File: src/rtl/btb_update_ctrl_if.sv
// btb_update_ctrl_if
//   Bundles the execute-side update handshake and the BTB write port of
//   btb_update_ctrl into one interface.
//   master : execute stage / BTB side (drives ex_*, flush_req; observes outputs)
//   slave  : btb_update_ctrl (consumes ex_*, flush_req; drives ex_ready,
//            btb_wr_*, flush_busy, drop_cnt)
interface btb_update_ctrl_if #(
  parameter int PC_BITS = 11
);
  // execute-stage resolved-branch result
  logic               ex_valid;
  logic [PC_BITS-1:0] ex_pc;
  logic [PC_BITS-1:0] ex_target;
  logic               ex_taken;
  logic               ex_hit;
  logic [PC_BITS-1:0] ex_pred_target;
  logic               flush_req;
  logic               ex_ready;
  // BTB write port
  logic               btb_wr_enable;
  logic [PC_BITS-1:0] btb_wr_pc;
  logic [PC_BITS-1:0] btb_wr_target;
  logic               btb_wr_valid;
  // status
  logic               flush_busy;
  logic [7:0]         drop_cnt;

  modport master (
    output ex_valid, ex_pc, ex_target, ex_taken, ex_hit, ex_pred_target, flush_req,
    input  ex_ready, btb_wr_enable, btb_wr_pc, btb_wr_target, btb_wr_valid,
           flush_busy, drop_cnt
  );

  modport slave (
    input  ex_valid, ex_pc, ex_target, ex_taken, ex_hit, ex_pred_target, flush_req,
    output ex_ready, btb_wr_enable, btb_wr_pc, btb_wr_target, btb_wr_valid,
           flush_busy, drop_cnt
  );
endinterface

File: src/rtl/btb_update_ctrl.sv
// btb_update_ctrl
//   Write-side controller for the branch target buffer. Filters resolved
//   branches into BTB updates (allocate/retarget on taken mispredicts,
//   invalidate on not-taken hits), queues them in a small FIFO and issues at
//   most one registered write per cycle. A flush request runs an ascending
//   invalidation sweep over every BTB entry.
// Ports
//   clk  : rising-edge clock
//   rst  : synchronous active-high reset
//   bus  : btb_update_ctrl_if.slave
//          ex_* / flush_req in, ex_ready out (combinational from state)
//          btb_wr_* out (registered), flush_busy out, drop_cnt out (saturating)
module btb_update_ctrl #(
  parameter int ADDR_WIDTH = 6,
  parameter int PC_BITS    = 11,
  parameter int FIFO_DEPTH = 4
) (
  input logic           clk,
  input logic           rst,
  btb_update_ctrl_if.slave bus
);

  localparam int PTR_W = (FIFO_DEPTH > 1) ? $clog2(FIFO_DEPTH) : 1;
  localparam int CNT_W = PTR_W + 1;

  typedef struct packed {
    logic [PC_BITS-1:0] pc;
    logic [PC_BITS-1:0] target;
    logic               valid;
  } upd_t;

  typedef enum logic {
    RUN   = 1'b0,
    FLUSH = 1'b1
  } state_t;

  state_t state, state_next;

  // update queue
  upd_t [FIFO_DEPTH-1:0] fifo_mem;
  logic [PTR_W-1:0]      wr_ptr, rd_ptr;
  logic [CNT_W-1:0]      count;
  logic                  full, empty;

  logic [ADDR_WIDTH-1:0] sweep_idx;
  logic                  sweep_last;
  logic                  flush_busy_q;
  logic [7:0]            drop_q;

  // registered write port
  logic                  wr_en_q;
  upd_t                  wr_q;

  logic                  ready;
  logic                  flush_start;
  logic                  accept;
  logic                  qual_alloc, qual_inval;
  logic                  push, pop, drop;
  upd_t                  push_data;

  // ---------------------------------------------------------------------------
  // Qualification and handshake
  // ---------------------------------------------------------------------------
  // Fullness uses the registered count: a pop at this edge does not free a
  // slot for a push at the same edge.
  assign full  = (count == CNT_W'(FIFO_DEPTH));
  assign empty = (count == '0);
  assign ready = (state == RUN) && !full && !flush_busy_q;

  // flush_busy stays high one cycle past the FSM returning to RUN (the last
  // sweep write is on the port then), which also blocks a restart there.
  assign flush_start = bus.flush_req && (state == RUN) && !flush_busy_q;

  // A flush at this edge wins over a same-cycle update, which is dropped.
  assign accept = bus.ex_valid && ready && !flush_start;
  assign drop   = bus.ex_valid && (!ready || flush_start);

  assign qual_alloc = bus.ex_taken &&
                      (!bus.ex_hit || (bus.ex_pred_target != bus.ex_target));
  assign qual_inval = !bus.ex_taken && bus.ex_hit;

  assign push = accept && (qual_alloc || qual_inval);
  assign pop  = (state == RUN) && !empty && !flush_start;

  always_comb begin
    push_data        = '0;
    push_data.pc     = bus.ex_pc;
    if (qual_alloc) begin
      push_data.target = bus.ex_target;
      push_data.valid  = 1'b1;
    end
  end

  assign sweep_last = (sweep_idx == {ADDR_WIDTH{1'b1}});

  // ---------------------------------------------------------------------------
  // FSM
  // ---------------------------------------------------------------------------
  always_ff @(posedge clk) begin
    if (rst) state <= RUN;
    else     state <= state_next;
  end

  always_comb begin
    state_next = state;
    case (state)
      RUN:     if (flush_start) state_next = FLUSH;
      FLUSH:   if (sweep_last)  state_next = RUN;
      default: state_next = RUN;
    endcase
  end

  // ---------------------------------------------------------------------------
  // Update FIFO (depth is a power of two, so pointers wrap naturally)
  // ---------------------------------------------------------------------------
  always_ff @(posedge clk) begin
    if (rst) begin
      wr_ptr <= '0;
      rd_ptr <= '0;
      count  <= '0;
    end else if (flush_start) begin
      wr_ptr <= '0;
      rd_ptr <= '0;
      count  <= '0;
    end else begin
      if (push) wr_ptr <= wr_ptr + PTR_W'(1);
      if (pop)  rd_ptr <= rd_ptr + PTR_W'(1);
      case ({push, pop})
        2'b10:   count <= count + CNT_W'(1);
        2'b01:   count <= count - CNT_W'(1);
        default: count <= count;
      endcase
    end
  end

  // storage needs no reset: occupancy gates every read
  always_ff @(posedge clk) begin
    if (push && !flush_start && !rst) fifo_mem[wr_ptr] <= push_data;
  end

  // ---------------------------------------------------------------------------
  // Sweep index, busy flag, drop counter
  // ---------------------------------------------------------------------------
  always_ff @(posedge clk) begin
    if (rst)                 sweep_idx <= '0;
    else if (flush_start)    sweep_idx <= '0;
    else if (state == FLUSH) sweep_idx <= sweep_idx + ADDR_WIDTH'(1);
  end

  always_ff @(posedge clk) begin
    if (rst) flush_busy_q <= 1'b0;
    else     flush_busy_q <= flush_start || (state == FLUSH);
  end

  always_ff @(posedge clk) begin
    if (rst)                        drop_q <= '0;
    else if (drop && drop_q != '1)  drop_q <= drop_q + 8'd1;
  end

  // ---------------------------------------------------------------------------
  // Registered BTB write port
  // ---------------------------------------------------------------------------
  always_ff @(posedge clk) begin
    if (rst) begin
      wr_en_q <= 1'b0;
      wr_q    <= '0;
    end else if (state == FLUSH) begin
      wr_en_q       <= 1'b1;
      wr_q.pc       <= PC_BITS'(sweep_idx);
      wr_q.target   <= '0;
      wr_q.valid    <= 1'b0;
    end else if (pop) begin
      wr_en_q <= 1'b1;
      wr_q    <= fifo_mem[rd_ptr];
    end else begin
      wr_en_q <= 1'b0;
    end
  end

  assign bus.ex_ready      = ready;
  assign bus.btb_wr_enable = wr_en_q;
  assign bus.btb_wr_pc     = wr_q.pc;
  assign bus.btb_wr_target = wr_q.target;
  assign bus.btb_wr_valid  = wr_q.valid;
  assign bus.flush_busy    = flush_busy_q;
  assign bus.drop_cnt      = drop_q;

endmodule
File: src/flat_wrapper.sv
// flat-port wrapper written by rule: the top's interface ports become plain ports
module btb_update_ctrl_flat 
#(
  parameter int ADDR_WIDTH = 6,
  parameter int PC_BITS    = 11,
  parameter int FIFO_DEPTH = 4
)
  (clk, rst, bus_ex_valid, bus_ex_pc, bus_ex_target, bus_ex_taken, bus_ex_hit, bus_ex_pred_target, bus_flush_req, bus_ex_ready, bus_btb_wr_enable, bus_btb_wr_pc, bus_btb_wr_target, bus_btb_wr_valid, bus_flush_busy, bus_drop_cnt);
  btb_update_ctrl_if #(.PC_BITS(PC_BITS)) bus_i ();
  input logic clk;
  input logic rst;
  input wire logic [$bits(bus_i.ex_valid)-1:0] bus_ex_valid;
  input wire logic [$bits(bus_i.ex_pc)-1:0] bus_ex_pc;
  input wire logic [$bits(bus_i.ex_target)-1:0] bus_ex_target;
  input wire logic [$bits(bus_i.ex_taken)-1:0] bus_ex_taken;
  input wire logic [$bits(bus_i.ex_hit)-1:0] bus_ex_hit;
  input wire logic [$bits(bus_i.ex_pred_target)-1:0] bus_ex_pred_target;
  input wire logic [$bits(bus_i.flush_req)-1:0] bus_flush_req;
  output wire logic [$bits(bus_i.ex_ready)-1:0] bus_ex_ready;
  output wire logic [$bits(bus_i.btb_wr_enable)-1:0] bus_btb_wr_enable;
  output wire logic [$bits(bus_i.btb_wr_pc)-1:0] bus_btb_wr_pc;
  output wire logic [$bits(bus_i.btb_wr_target)-1:0] bus_btb_wr_target;
  output wire logic [$bits(bus_i.btb_wr_valid)-1:0] bus_btb_wr_valid;
  output wire logic [$bits(bus_i.flush_busy)-1:0] bus_flush_busy;
  output wire logic [$bits(bus_i.drop_cnt)-1:0] bus_drop_cnt;
  assign bus_i.ex_valid = bus_ex_valid;
  assign bus_i.ex_pc = bus_ex_pc;
  assign bus_i.ex_target = bus_ex_target;
  assign bus_i.ex_taken = bus_ex_taken;
  assign bus_i.ex_hit = bus_ex_hit;
  assign bus_i.ex_pred_target = bus_ex_pred_target;
  assign bus_i.flush_req = bus_flush_req;
  assign bus_ex_ready = bus_i.ex_ready;
  assign bus_btb_wr_enable = bus_i.btb_wr_enable;
  assign bus_btb_wr_pc = bus_i.btb_wr_pc;
  assign bus_btb_wr_target = bus_i.btb_wr_target;
  assign bus_btb_wr_valid = bus_i.btb_wr_valid;
  assign bus_flush_busy = bus_i.flush_busy;
  assign bus_drop_cnt = bus_i.drop_cnt;
  btb_update_ctrl #(.ADDR_WIDTH(ADDR_WIDTH), .PC_BITS(PC_BITS), .FIFO_DEPTH(FIFO_DEPTH)) u_core (.clk(clk), .rst(rst), .bus(bus_i));
endmodule
File: config.mk
export PLATFORM = sky130hd
export DESIGN_NAME = btb_update_ctrl_flat
export DESIGN_NICKNAME = d
export VERILOG_FILES = /design/src/rtl/btb_update_ctrl_if.sv /design/src/rtl/btb_update_ctrl.sv /design/src/flat_wrapper.sv
export SDC_FILE = /design/constraint.sdc
export NUM_CORES = 1
export LEC_CHECK = 0
export BUFFER_PORTS_ARGS = -buffer_cell sky130_fd_sc_hd__buf_4
export CAP_MARGIN = 20
export CORE_ASPECT_RATIO = 1.75
export CORE_UTILIZATION = 25
export CTS_CLUSTER_DIAMETER = 100
export DETAILED_ROUTE_END_ITERATION = 10
export GPL_TIMING_DRIVEN = 1
export PLACE_DENSITY = 0.44
export SYNTH_ARGS = -nofsm -noshare
export SYNTH_HDL_FRONTEND = slang
export SYNTH_SLANG_ARGS = --single-unit
File: constraint.sdc
create_clock -name clk -period 5.53 [get_ports clk]
set_input_delay 0 -clock clk [delete_from_list [all_inputs] [get_ports clk]]
set_output_delay 0 -clock clk [all_outputs]
set_load 0.1 [all_outputs]
==> qor.yml, run 1 <==
status: "finished, final reports clean"
die_w_um: 115
cts-root-buf: "clkbuf_16"
fin_crit_ns: 3.22
cp_max_fo: 27
crit_chain: "a21oi_1, nand2b_1, inv_4, ha_1, fa_1, xnor2_1, or3_1, a21oi_1"
wl_mm: 12.6
synth_edf_count: 92
intPower_mw: 1.90
worst_r2r_path_depth: 8
whs_ns: 0.0568
synth_flop_cell: "edfxtp_1"
skew_ns: 0.0167
antenna_found_initial: 0
hold_path_depth: 5
reg2reg_slack_ns: 2.31
diodes: 0
globalplace.congestion: 0.716
fp.dieArea_mm2: 0.0229
p_switching_uw: 590
setup_slack_ns: 2.31
die_h_um: 199
first_global_vias: 3453
combPwrFrac_pct: 7.9
cts_resized: 0
rows: 71
cts_buffers: 17
seqPwrFrac_pct: 45.7
r2r_end: "u_core.count[2]$_SDFFE_PP0P_"
cp_common_cell: "a21oi_1"
p_clk_share_pct: 46.4
pre_cts_ws_ns: 2.29
r2r-start: "u_core.state$_SDFF_PP0_"
drtIter0Drc: 147
htree_levels: 4
cp_top_family: "simple AND/OR/NAND/NOR gates"
initial_core_util_pct: 25.7
worstHoldStart: "bus_ex_valid"
synth-seq-cells: 139
dp_hpwl_mm: 8.50
rsz0062_at_grt: "no"
grt_max_degree: 28
finalSetupViolCount: 0
max-slew-margin-rel_pct: 35.0
min_to: "u_core.bus.drop_cnt[1]$_SDFFE_PP0P_"
layout-drive-gt1-share_pct: 30.1
sw_frac_of_total_pct: 23.7
io_pins: 73
final_nets: 529
clock.fmax_ghz: 0.310
cts_sinks: 139
drv_slew: 0
track_usage_pct: 12.0
overflow: 0
cts_setup_buffers: 0
syn_area_mm2: 0.00556
timing.final.hold_violations: 0
synth_seq_area_share_pct: 66.6
wl_per_cell_um: 16.0
synth_nets: 428
syn_area_per_cell_um2: 14.6
crit_arrival_ns: 3.58
cpPeakStageDelay_ns: 0.79
async_flop_share_pct: 0
drv_cap: 0
setup_tns_ns: 0
worst_setup_path_start_kind: "flip-flop"
avgViaCountPerCell: 4.27
fin_crit_sh_pct: 58.3
crit_start: "u_core.state$_SDFF_PP0_"
synth_cells: 381
synth.distinct_cells: 37
grt_pass1_wl_mm: 19.6
cts_tree: "yes"
hold_class: "in2reg"
vias: 3363
clk_pin_slew_worst_paths_ns: 0.07
firstDrtPassIters: 4
numPortBuffers: 72
drc: 0
ir_worst_vdd_uv: 201
dp_cells: 730
stdcell_count: 787
yosys_warnings: 0
final_cell_area_mm2: 0.00726
clk_latency_ns: 0.43
dpl_cell_area_mm2: 0.00641
max_slew.worst_pin.slew_ns: 0.975
clockBufferDepth: 2
postRouteAntennaNets: 0
area_growth_pct: 30.6
leakage_nw: 2.46
core_area_mm2: 0.0217
crit_buf_inv: 1
critPathRequiredTime_ns: 5.89
power_density_mw_per_mm2: 344
crit_path_end_kind: "flip-flop"
crit_type: "reg2reg"
crit_slowest_cell: "dfxtp_1"
-- cell usage after synthesis (all sizes together), types with 2 or more instances --
cell	number	area [µm²]
edfxtp	92	2760
nand2	51	191
dfxtp	47	941
a21oi	27	135
mux4	23	518
nor2	22	90.1
xnor2	20	175
buf	12	80.1
and2	11	68.8
clkbuf	8	30.0
ha	7	87.6
a22oi	6	45.0
nor3	6	35.0
nor3b	6	55.1
inv	5	21.3
mux2i	5	50.1
nand4	5	31.3
xor2	5	43.8
nand3	4	20.0
o21ai	3	15.0
and4	2	22.5
nand2b	2	12.5
nor4	2	25.0
or2	2	12.5
or3	2	12.5
-- power groups by stage --
| stage | Combinational (mW) | Clock [mW] | Sequential, mW |
|---|---|---|---|
| floorplan | 0.0845 | 0 | 1.20 |
| global placement | 0.185 | 0 | 1.16 |
| detailed placement | 0.187 | 0 | 1.16 |
| CTS | 0.201 | 1.18 | 1.14 |
| global route | 0.213 | 1.22 | 1.14 |
| finish | 0.198 | 1.16 | 1.14 |
-- what timing repair did --
action | in CTS | in global routing
endpoints found under the hold margin | 104 | 0
setup endpoints to repair | 0 | 0
hold buffers | 24 | 0
-- layout by cell type (no fill, tap or decap), drive strengths merged, types with 11 or more instances in the layout --
cell type	count
edfxtp	92
clkbuf	18
mux4	23
dfxtp	47
buf	78
a21oi	27
nor2	22
and2	11
dlygate4sd3	24
xnor2	20
nand2	51
-- cell type report --
type / count / area (µm²)
Clock buffer: 18 / 429
Clock inverter: 14 / 171
Fill cell: 2176 / 14400
Inverter: 5 / 21.3
Multi-Input combinational cell: 217 / 1750
Sequential cell: 139 / 3700
Tap cell: 292 / 365
Timing Repair Buffer: 102 / 826
-- how the worst max path moves through the flow --
stage	endpoint	slack [ns]	cells after the start
2_1_floorplan	u_core.fifo_mem[0]$_DFFE_PP_	0.63	5
3_3_place_gp	u_core.count[2]$_SDFFE_PP0P_	2.36	8
3_5_place_dp	u_core.count[2]$_SDFFE_PP0P_	2.29	8
4_1_cts	u_core.count[2]$_SDFFE_PP0P_	2.26	8
5_1_grt	u_core.count[2]$_SDFFE_PP0P_	2.07	8
6_report	u_core.count[2]$_SDFFE_PP0P_	2.31	8
-- flip-flops by register name, summed over array words and instances (netlist names) --
register                  cells
u_core.bus.flush_busy         1
u_core.bus.btb_wr_pc         11
u_core.count                  3
u_core.bus.drop_cnt           8
u_core.state                  1
u_core.rd_ptr                 2
u_core.sweep_idx              6
u_core.bus.btb_wr_valid       1
u_core.bus.btb_wr_target     11
u_core.bus.btb_wr_enable      1
u_core.wr_ptr                 2
u_core.fifo_mem              92
-- routing by layer --
metal	track usage, %	wire length [µm]
met5	0	0
met3	2.79	433
met4	5.34	216
met2	21.9	6960
met1	13.0	4960
-- logic make-up after synthesis --
group	count (synthesis)	synth area share [%]
mux	28	10.2
simple gates	116	10.5
flops	139	66.6
buf+inv	25	2.36
xor+xnor	25	3.94
fa+ha+maj	8	1.94
compound gates	40	4.46
-- per-stage QoR --
step / utilization [%] / total power, mW
floorplan: - / 1.29
global placement: 29.6 / 1.35
detailed placement: 29.6 / 1.35
CTS: 33.5 / 2.52
global route: 33.5 / 2.58
finish: 33.5 / 2.50
-- worst reg2reg max path, delay by kind of cell (launching register included) --
kind | cells | cell delay (ns)
compound gates | 2 | 0.29
simple gates | 2 | 0.90
flops | 1 | 0.79
xor+xnor | 1 | 0.14
buf+inv | 1 | 0.29
fa+ha+maj | 2 | 0.74
No activity file was read; power rests on OpenSTA's default activity.
==> inputs of run 2 (changes only) <==
--- a/config.mk
+++ b/config.mk
@@ -12,7 +12,7 @@
 export CTS_CLUSTER_DIAMETER = 100
 export DETAILED_ROUTE_END_ITERATION = 10
 export GPL_TIMING_DRIVEN = 1
-export PLACE_DENSITY = 0.44
+export PLACE_DENSITY = 0.45
 export SYNTH_ARGS = -nofsm -noshare
 export SYNTH_HDL_FRONTEND = slang
 export SYNTH_SLANG_ARGS = --single-unit
==> constraint.sdc (replaced) <==
create_clock -name clk -period 2.8 [get_ports clk]
set_input_delay 0 -clock clk [delete_from_list [all_inputs] [get_ports clk]]
set_output_delay 0 -clock clk [all_outputs]
set_load 0.1 [all_outputs]
==> run 2 against run 1 <==
Against the previous run: non-clock buffer count increased by 3; power increased by 98%; final area increased by 1.2%; sequential share of layout area decreased by 0.57 points; worst hold slack got worse by 0.048 ns; via count decreased by 0.56%; routed wire length increased by 2.2%; worst setup slack got worse by 2.1 ns; register-to-register slack got worse by 2.1 ns; flip-flop and latch count unchanged; count of clock-buffer cells in the layout increased by 8; critical endpoint is now u_core.fifo_mem[63]$_DFFE_PP_; largest cell class unchanged; highest routed layer unchanged.
==> qor.yml, run 2 (same netlist as run 1, synthesis figures left out) <==
crit_path_end_kind: "flip-flop"
cp_max_fo: 16  # -41%
firstDrtPassIters: 4  # unchanged
antenna_found_initial: 0  # unchanged
cpPeakStageDelay_ns: 0.84  # +0.05 ns
whs_ns: 0.00841  # -0.0484 ns
cts_sinks: 139  # unchanged
fillers: 2176  # unchanged
stdcell_count: 790  # +0.38%
track_usage_pct: 12.2  # +0.25 points
layout-drive-gt1-share_pct: 31.7  # +1.6 points
clock.fmax_ghz: 0.387  # +25%
crit_slowest_cell: "nor3b_4"
ir_worst_vdd_uv: 389  # +94%
overflow: 0  # unchanged
p_switching_mw: 1.14  # +93%
grt_pass1_wl_mm: 20.0  # +1.9%
avgViaCountPerCell: 4.23  # -0.94%
fin_crit_ns: 2.58  # -0.640 ns
max_slew.worst_pin.slew_ns: 1.00  # +0.0268 ns
intPower_mw: 3.81  # +100%
wl_per_cell_um: 16.3  # +1.8%
power_density_mw_per_mm2: 674  # +96%
grt_max_degree: 27  # -3.6%
numPortBuffers: 72  # unchanged
hold_class: "in2reg"
fp.dieArea_mm2: 0.0229  # unchanged
crit_type: "reg2reg"
layout_common_cells: "edfxtp_1 (92), buf_4 (84), nand2_1 (51)"
io_pins: 73  # unchanged
die_w_um: 115  # unchanged
vias: 3344  # -0.56%
area_growth_pct: 32.2
rsz0062_at_grt: "no"
crit_chain: "nor3b_2, nor3_4, o2111ai_1, a21o_1, nor3b_4, buf_4"
cts_tree: "yes"
drv_cap: 0  # unchanged
cts-root-buf: "clkbuf_16"
final_nets: 532  # +0.57%
rows: 71  # unchanged
globalplace.congestion: 0.718  # +0.32%
first_global_vias: 3576  # +3.6%
crit_arrival_ns: 2.70  # -0.88 ns
drtIter0Drc: 117  # -20%
setup_tns_ns: 0  # unchanged
fin_crit_sh_pct: 92.3  # +34 points
combPwrFrac_pct: 8.4  # +0.5 points
clockBufferDepth: 2  # unchanged
clk_latency_ns: 0.41  # -0.02 ns
seqPwrFrac_pct: 45.2  # -0.5 points
die_h_um: 199  # unchanged
cts_buffers: 17  # unchanged
postRouteAntennaNets: 0  # unchanged
drv_slew: 0  # unchanged
largest_register_ffs: 92  # unchanged
finalSetupViolCount: 0  # unchanged
clk_pin_slew_worst_paths_ns: 0.06  # about the same
power_mw: 4.95  # +98%
initial_core_util_pct: 25.7  # unchanged
max-slew-margin-rel_pct: 33.2  # -1.9 points
skew_ns: 0.00790  # -0.00884 ns
layout_commonest_cell: "edfxtp_1"
diodes: 0  # unchanged
dp_hpwl_mm: 8.81  # +3.6%
regMostFlops: "u_core.fifo_mem"
dp_cells: 737  # +0.96%
sw_frac_of_total_pct: 23.0  # -0.66 points
critPathRequiredTime_ns: 2.92  # -2.97 ns
timing.final.hold_violations: 0  # unchanged
cts_resized: 0  # unchanged
wl_mm: 12.8  # +2.2%
p_clk_share_pct: 46.3  # about the same
leakage_nw: 2.54  # +3.5%
htree_levels: 4  # unchanged
drc: 0  # unchanged
core_area_mm2: 0.0217  # unchanged
worst_setup_path_start_kind: "flip-flop"
status: "finished, final reports clean"
-- run 2: per-stage QoR --
step / utilization (%) / instance area, µm² / worst slack [ns]
final: 33.9 / 7350 / 0.216
after global placement: 30.1 / 6520 / 0.224
after floorplan: - / 5640 / -0.161
after CTS: 33.9 / 7350 / 0.129
after detailed placement: 30.1 / 6520 / 0.143
after global routing: 33.9 / 7350 / 0.0343
-- run 2: layer usage --
| layer | vias to the layer above | wire length, µm | GRT usage (%) |
|---|---|---|---|
| met5 | - | 0 | 0 |
| met4 | 0 | 319 | 5.96 |
| met3 | 17 | 352 | 2.70 |
| met2 | 67 | 7250 | 23.2 |
| met1 | 1654 | 4920 | 12.4 |
| li1 | 1606 | - | - |
-- run 2: repair_timing --
action	CTS	global route
hold buffers	21	0
setup buffers	0	0
endpoints found under the setup margin	0	0
endpoints found under the hold margin	92	0
-- run 2: area by class of cell --
cell class | count | area (µm²) | area share, %
multi-input cells | 217 | 1790 | 24.4
flip-flops and latches | 139 | 3710 | 50.4
repair buffers | 105 | 841 | 11.4
inverters | 5 | 21.3 | 0.289
well taps | 292 | 365 | 4.97
clock buffers | 26 | 584 | 7.95
clock inverters | 6 | 40.0 | 0.545
-- run 2: power by group through the flow --
stage               Sequential, mW  Clock, mW  Combinational, mW
finish                        2.24       2.29              0.417
global route                  2.24       2.42              0.448
CTS                           2.24       2.34              0.427
detailed placement            2.29          0              0.402
global placement              2.28          0              0.397
floorplan                     2.37          0              0.177
-- run 2: worst max-delay path: cells and delay by family, from the launching register on --
| family | cells | cell delay (ns) |
|---|---|---|
| and+or+nand+nor | 3 | 1.11 |
| DFF | 1 | 0.43 |
| AOI/OAI and AO/OA | 2 | 0.42 |
| buffers and inverters | 1 | 0.32 |
-- run 2: worst paths after layout --
check,from,endpoint,slack (ns),depth (start not counted)
max reg2reg,u_core.count[0]$_SDFFE_PP0P_,u_core.fifo_mem[63]$_DFFE_PP_,0.22,6
min reg2reg,u_core.bus.btb_wr_pc[7]$_SDFFE_PP0P_,u_core.bus.btb_wr_pc[7]$_SDFFE_PP0P_,0.46,2
max,u_core.count[0]$_SDFFE_PP0P_,u_core.fifo_mem[63]$_DFFE_PP_,0.22,6
min,bus_ex_target[7],u_core.fifo_mem[8]$_DFFE_PP_,0.008,2
